File: config.mk
export PLATFORM = sky130hd
export DESIGN_NAME = song_sequencer_flat
export DESIGN_NICKNAME = d
export VERILOG_FILES = /design/src/rtl/song_sequencer_if.sv /design/src/rtl/song_sequencer.sv /design/src/flat_wrapper.sv
export SDC_FILE = /design/constraint.sdc
export NUM_CORES = 1
export LEC_CHECK = 0
export ABC_AREA = 1
export BUFFER_PORTS_ARGS = -buffer_cell sky130_fd_sc_hd__buf_2
export CORE_UTILIZATION = 64
export CTS_CLUSTER_DIAMETER = 30
export DETAILED_ROUTE_END_ITERATION = 10
export PLACE_DENSITY = 0.86
export RECOVER_POWER = 50
export SLEW_MARGIN = 20
export SYNTH_ARGS = -nofsm -noshare
export SYNTH_HDL_FRONTEND = slang
export SYNTH_SLANG_ARGS = --single-unit
export TNS_END_PERCENT = 20
File: constraint.sdc
create_clock -name clk -period 3.8 [get_ports clk]
set_input_delay 0.19 -clock clk [delete_from_list [all_inputs] [get_ports clk]]
set_output_delay 0.19 -clock clk [all_outputs]
set_load 0.05 [all_outputs]
File: src/rtl/song_sequencer_if.sv
// ROM read port between the song sequencer and its event ROM.
// The sequencer drives the strobe/address; the ROM answers one cycle later.
interface song_sequencer_if #(
    parameter int ADDR_W = 8
);
    logic              rom_rd;
    logic [ADDR_W-1:0] rom_addr;
    logic [15:0]       rom_data;

    modport master (
        output rom_rd,
        output rom_addr,
        input  rom_data
    );

    modport slave (
        input  rom_rd,
        input  rom_addr,
        output rom_data
    );
endinterface

File: src/rtl/song_sequencer.sv
// Song playback controller: walks event words from ROM and times
// the one-hot note vector driven to the audio block.
module song_sequencer #(
    parameter int ADDR_W     = 8,
    parameter int TICK_DIV   = 100000,
    parameter int BEAT_TICKS = 125,
    parameter int GAP_TICKS  = 10
) (
    input  logic              clk,
    input  logic              rst,
    input  logic              start,
    input  logic              stop,
    input  logic              pause,
    input  logic [ADDR_W-1:0] song_base,
    song_sequencer_if.master  rom,
    output logic [8:0]        notes,
    output logic              playing,
    output logic              done
);
    localparam int PRE_W = (TICK_DIV > 1) ? $clog2(TICK_DIV) : 1;
    localparam int TIB_W = (BEAT_TICKS > 1) ? $clog2(BEAT_TICKS) : 1;
    localparam int GAP_W = (GAP_TICKS > 1) ? $clog2(GAP_TICKS) : 1;
    localparam logic [PRE_W-1:0] PRE_LAST = PRE_W'(TICK_DIV - 1);
    localparam logic [TIB_W-1:0] TIB_LAST = TIB_W'(BEAT_TICKS - 1);
    localparam logic [GAP_W-1:0] GAP_LAST = GAP_W'(GAP_TICKS - 1);

    typedef enum logic [2:0] {
        IDLE, FETCH, WAIT, LOAD, PLAY, GAP
    } state_t;

    state_t            state_q, state_d;
    logic [ADDR_W-1:0] addr_q, addr_d, base_q, base_d, addr_inc;
    logic              wrap_q, wrap_d;
    logic [PRE_W-1:0]  pre_q, pre_d;
    logic [TIB_W-1:0]  tib_q, tib_d;
    logic [7:0]        beats_q, beats_d;
    logic [GAP_W-1:0]  gap_q, gap_d;
    logic [8:0]        note_q, note_d, notes_q, notes_d;
    logic              rd_q, rd_d, done_q, done_d, play_q, play_d;
    logic              tick, to_fetch;

    logic [2:0] ev_note;
    logic [1:0] ev_oct;
    logic [7:0] ev_dur;
    logic [8:0] ev_notes;
    logic       unused_bits;

    assign ev_note     = rom.rom_data[12:10];
    assign ev_oct      = rom.rom_data[14:13];
    assign ev_dur      = rom.rom_data[7:0];
    assign unused_bits = ^rom.rom_data[9:8];
    assign ev_notes    = (ev_note == 3'd0) ? 9'd0 :
                         {ev_oct == 2'b10, ev_oct == 2'b01,
                          7'd1 << (ev_note - 3'd1)};

    assign addr_inc = addr_q + 1'b1;
    assign tick     = (pre_q == PRE_LAST);

    always_ff @(posedge clk) begin
        if (rst) begin
            state_q <= IDLE;
            addr_q  <= '0;
            base_q  <= '0;
            wrap_q  <= 1'b0;
            pre_q   <= '0;
            tib_q   <= '0;
            beats_q <= '0;
            gap_q   <= '0;
            note_q  <= '0;
            notes_q <= '0;
            rd_q    <= 1'b0;
            done_q  <= 1'b0;
            play_q  <= 1'b0;
        end else begin
            state_q <= state_d;
            addr_q  <= addr_d;
            base_q  <= base_d;
            wrap_q  <= wrap_d;
            pre_q   <= pre_d;
            tib_q   <= tib_d;
            beats_q <= beats_d;
            gap_q   <= gap_d;
            note_q  <= note_d;
            notes_q <= notes_d;
            rd_q    <= rd_d;
            done_q  <= done_d;
            play_q  <= play_d;
        end
    end

    always_comb begin
        state_d  = state_q;
        addr_d   = addr_q;
        base_d   = base_q;
        wrap_d   = wrap_q;
        pre_d    = pre_q;
        tib_d    = tib_q;
        beats_d  = beats_q;
        gap_d    = gap_q;
        note_d   = note_q;
        notes_d  = notes_q;
        rd_d     = 1'b0;
        done_d   = 1'b0;
        to_fetch = 1'b0;

        unique case (state_q)
            IDLE: begin
                if (start && !stop) begin
                    addr_d  = song_base;
                    base_d  = song_base;
                    wrap_d  = 1'b0;
                    rd_d    = 1'b1;
                    state_d = FETCH;
                end
            end
            FETCH: state_d = WAIT;
            WAIT:  state_d = LOAD;
            LOAD: begin
                if (rom.rom_data[15]) begin
                    done_d  = 1'b1;
                    state_d = IDLE;
                end else begin
                    beats_d = (ev_dur == 8'd0) ? 8'd1 : ev_dur;
                    tib_d   = TIB_LAST;
                    pre_d   = '0;
                    note_d  = ev_notes;
                    notes_d = ev_notes;
                    addr_d  = addr_inc;
                    wrap_d  = (addr_inc == base_q);
                    state_d = PLAY;
                end
            end
            PLAY: begin
                // Paused cycles mute the output but keep the decoded note
                if (pause) begin
                    notes_d = '0;
                end else begin
                    notes_d = note_q;
                    pre_d   = tick ? '0 : pre_q + 1'b1;
                    if (tick) begin
                        if (tib_q != '0) begin
                            tib_d = tib_q - 1'b1;
                        end else if (beats_q != 8'd1) begin
                            tib_d   = TIB_LAST;
                            beats_d = beats_q - 8'd1;
                        end else begin
                            notes_d = '0;
                            gap_d   = '0;
                            if (GAP_TICKS == 0) to_fetch = 1'b1;
                            else state_d = GAP;
                        end
                    end
                end
            end
            GAP: begin
                notes_d = '0;
                if (!pause) begin
                    pre_d = tick ? '0 : pre_q + 1'b1;
                    if (tick) begin
                        if (gap_q == GAP_LAST) to_fetch = 1'b1;
                        else gap_d = gap_q + 1'b1;
                    end
                end
            end
            default: state_d = IDLE;
        endcase

        // A full ROM pass with no end marker finishes instead of refetching
        if (to_fetch) begin
            if (wrap_q) begin
                done_d  = 1'b1;
                state_d = IDLE;
            end else begin
                rd_d    = 1'b1;
                state_d = FETCH;
            end
        end

        if (stop && state_q != IDLE) begin
            state_d = IDLE;
            rd_d    = 1'b0;
            done_d  = 1'b0;
        end

        if (state_d == IDLE) notes_d = '0;
        play_d = (state_d != IDLE);
    end

    assign rom.rom_rd   = rd_q;
    assign rom.rom_addr = addr_q;
    assign notes        = notes_q;
    assign playing      = play_q;
    assign done         = done_q;
endmodule

File: src/flat_wrapper.sv
// flat-port wrapper written by rule: the top's interface ports become plain ports
module song_sequencer_flat 
#(
    parameter int ADDR_W     = 8,
    parameter int TICK_DIV   = 100000,
    parameter int BEAT_TICKS = 125,
    parameter int GAP_TICKS  = 10
)
  (clk, rst, start, stop, pause, song_base, notes, playing, done, rom_rom_rd, rom_rom_addr, rom_rom_data);
  song_sequencer_if #(.ADDR_W(ADDR_W)) rom_i ();
  input  logic clk;
  input  logic rst;
  input  logic start;
  input  logic stop;
  input  logic pause;
  input  logic [ADDR_W-1:0] song_base;
  output logic [8:0] notes;
  output logic playing;
  output logic done;
  output wire logic [$bits(rom_i.rom_rd)-1:0] rom_rom_rd;
  output wire logic [$bits(rom_i.rom_addr)-1:0] rom_rom_addr;
  input wire logic [$bits(rom_i.rom_data)-1:0] rom_rom_data;
  assign rom_rom_rd = rom_i.rom_rd;
  assign rom_rom_addr = rom_i.rom_addr;
  assign rom_i.rom_data = rom_rom_data;
  song_sequencer #(.ADDR_W(ADDR_W), .TICK_DIV(TICK_DIV), .BEAT_TICKS(BEAT_TICKS), .GAP_TICKS(GAP_TICKS)) u_core (.clk(clk), .rst(rst), .start(start), .stop(stop), .pause(pause), .song_base(song_base), .rom(rom_i), .notes(notes), .playing(playing), .done(done));
endmodule
==> impl_metrics.py <==
metrics = {
    "status": {
        "status": "completed",
    },
    "worst_setup_path": {
        "cp_cell_sequence": "inv_1 > nand3_1 > nor2_1 > inv_1 > nand2_2 > inv_1 > o21ai_0 > a21oi_1",
        "cp_slowest_cell": "nor2_1",
        "r2r_slack_ns": 0.94,
        "crit_path_end_kind": "flip-flop",
        "critical_path_class": "flip-flop to flip-flop",
        "cp_common_cell": "inv_1",
        "required_ns": 4.04,
        "cp.arrival_ns": 3.10,
        "critPathLaunchType": "flip-flop",
        "path_max_fanout": 28,
        "cpPeakStageDelay_ns": 0.51,
    },
    "placed_design": {
        "pre_cts_ws_ns": 1.47,
        "routabilityCongestion": 0.894,
        "placed_area_sq_um": 4780,
        "io_buffers": 46,
        "dpl.hpwl_mm": 7.69,
    },
    "clock_tree": {
        "insertion_delay_ns": 0.36,
        "cts_buffers": 9,
        "cts_htree_levels": 3,
        "max-clock-path-buffers": 2,
        "cts_tree": "yes",
        "clkSinkCount": 77,
        "clockRootBuffer": "clkbuf_8",
        "cts_setup_buffers": 0,
        "holdBufCountCts": 0,
        "clk_pin_slew_ns": 0.08,
        "cts_resized": 0,
    },
    "synth": {
        "syn-num-nets": 740,
        "synthFlopType": "dfxtp_1",
        "synth_xor_area_frac": 0.0174,
        "synth_compound_area_frac": 0.154,
        "synth_adder_area_share": 0.0249,
        "synth.distinct_cells": 41,
        "ys_warn_count": 0,
        "synthesis.area_sq_um": 4520,
        "yosys-mux-area-fraction": 0,
        "synth.avg_cell_area_sq_um": 6.44,
        "ys_ff_latch": 77,
        "synth_top_family_by_area": "simple AND/OR/NAND/NOR gates",
        "synth-edff-count": 0,
        "syn_inst": 702,
        "synthSimpleGateAreaFrac": 0.364,
        "async_flop_share": 0,
        "ys_seq_area_frac": 0.341,
    },
    "route": {
        "num_vias": 4616,
        "dr.pass1.iters": 5,
        "drt-initial-drc-count": 264,
        "ant_nets": 0,
        "wl_per_cell_um": 12.8,
        "viasPerCell": 5.48,
        "wl_mm": 10.8,
        "drc_errors": 0,
    },
    "floorplan": {
        "dieWidth_um": 86.1,
        "die_h_um": 86.1,
        "dieArea_sq_um": 7410,
        "core_area_sq_um": 6790,
        "ioPinCount": 49,
        "num_rows": 30,
        "start_util": 0.666,
    },
    "cells_and_area": {
        "fin_nets": 779,
        "drive_gt1_frac": 0.0992,
        "area_delta_synth_final_pct": 9.32,
        "final_common_cell": "nand2_1",
        "final_cell_mix": "165 x nand2_1, 91 x nor2_1, 87 x inv_1",
        "num_antenna_cells": 0,
        "design_area_sq_um": 4940,
        "postLayoutCoreUtil": 0.728,
    },
    "timing": {
        "rsz0062_at_grt": "false",
        "fmax_ghz": 0.350,
        "setup_slack_ns": 0.942,
        "tightest_slew_ns": 0.686,
        "relSlewSlack": 0.542,
        "skew_ns": 0.00911,
        "period_minus_slack_ns": 2.86,
        "maxSlewViolCount": 0,
        "finalHoldViolations": 0,
        "setup_tns_ns": 0,
        "fin_crit_sh": 0.752,
        "holdWs_ns": 0.0945,
        "setup_viol": 0,
    },
    "hold_path": {
        "hold_class": "input port to flip-flop",
    },
    "power": {
        "leakagePower_uw": 0.00211,
        "p_per_area_nw_per_um2": 359,
        "irDropWorstVdd_mv": 0.304,
    },
    "global_routing": {
        "grt_pass1_vias": 4159,
        "grt_overflow": 0,
        "antenna_found_initial": 0,
        "grt_max_degree": 32,
        "grt_pass1_wl_mm": 18.0,
        "track_usage": 0.302,
    },
    "flow_run": {
        "cap_viol_max_count": 0,
    },
}
==> through the flow <==
| step | power, uW | std cells |
|---|---|---|
| finish | 1770 | 842 |
| global route | 1840 | 842 |
| CTS | 1780 | 842 |
| detailed placement | 1120 | 826 |
| global placement | 1110 | 826 |
| floorplan | 1050 | 702 |
==> final timing paths <==
kind / startpoint / end / depth (start not counted)
max: u_core.state_q[2] / u_core.rom.rom_addr[4] / 8
min: song_base[0] / u_core.base_q[0] / 3
max reg2reg: u_core.state_q[2] / u_core.rom.rom_addr[4] / 8
min reg2reg: u_core.note_q[0] / u_core.note_q[0] / 2
==> worst max-delay path, delay by kind of cell (launching register included) <==
family,cells,cell delay [ns]
and+or+nand+nor,3,1.30
buffers and inverters,3,0.80
DFF,1,0.37
AOI/OAI and AO/OA,2,0.26
==> area by class of cell <==
type,count,area (sq um)
repair buffers,47,213
clock buffers,11,131
clock inverters,5,75.1
flip-flops and latches,77,1540
well taps,96,120
fillers,572,1850
multi-input cells,513,2510
inverters,93,354
==> cells by family after synthesis <==
logic type,Yosys count
AND/OR/NAND/NOR,366
flip-flops,77
AO/OA/AOI/OAI,129
XOR/XNOR,9
buffers and inverters,112
adder cells (fa/ha/maj),9
==> synthesized netlist by cell type (2+ instances only) <==
master,number,share of area
clkbuf_1,11,0.0091
nand2_1,164,0.14
dfxtp_1,77,0.34
nand3_1,45,0.050
or2_2,10,0.014
nor2_2,4,0.0055
buf_2,4,0.0044
nor2_1,87,0.072
nand2_4,2,0.0050
a211oi_1,2,0.0033
o21ai_0,46,0.051
xnor2_1,5,0.0097
xor2_1,4,0.0077
nor3_1,17,0.019
a21oi_1,60,0.066
inv_4,2,0.0028
buf_4,3,0.0050
inv_1,84,0.070
nand3b_1,2,0.0033
o21a_1,2,0.0033
o21ai_1,9,0.010
inv_2,7,0.0058
ha_1,9,0.025
a21oi_2,2,0.0039
nand4_1,20,0.028
nor2_4,3,0.0075
a31oi_1,3,0.0042
nand2_2,5,0.0069
==> per-layer routing <==
metal / vias to the layer above / GRT usage / wire length (um)
met1: 2121 / 0.370 / 4780
li1: 2354 / - / -
met2: 121 / 0.529 / 5290
met5: - / 0 / 0
met4: 0 / 0.115 / 204
met3: 20 / 0.0529 / 482
==> sequential cells by signal, summed over array words and instances, names as in the netlist <==
signal	cells
u_core.state_q	3
u_core.gap_q	4
u_core.beats_q	8
u_core.note_q	9
u_core.wrap_q	1
u_core.rom.rom_addr	8
u_core.playing	1
u_core.rom.rom_rd	1
u_core.notes	9
u_core.tib_q	7
u_core.pre_q	17
u_core.done	1
u_core.base_q	8
==> power by group <==
group	total [uW]	internal, uW	leakage, uW	switching [uW]
clock network	677	367	0.000107	310
registers	857	832	0.000624	25.0
logic	240	71.0	0.00138	169
Note: power is estimated with default switching activity, not from simulation.
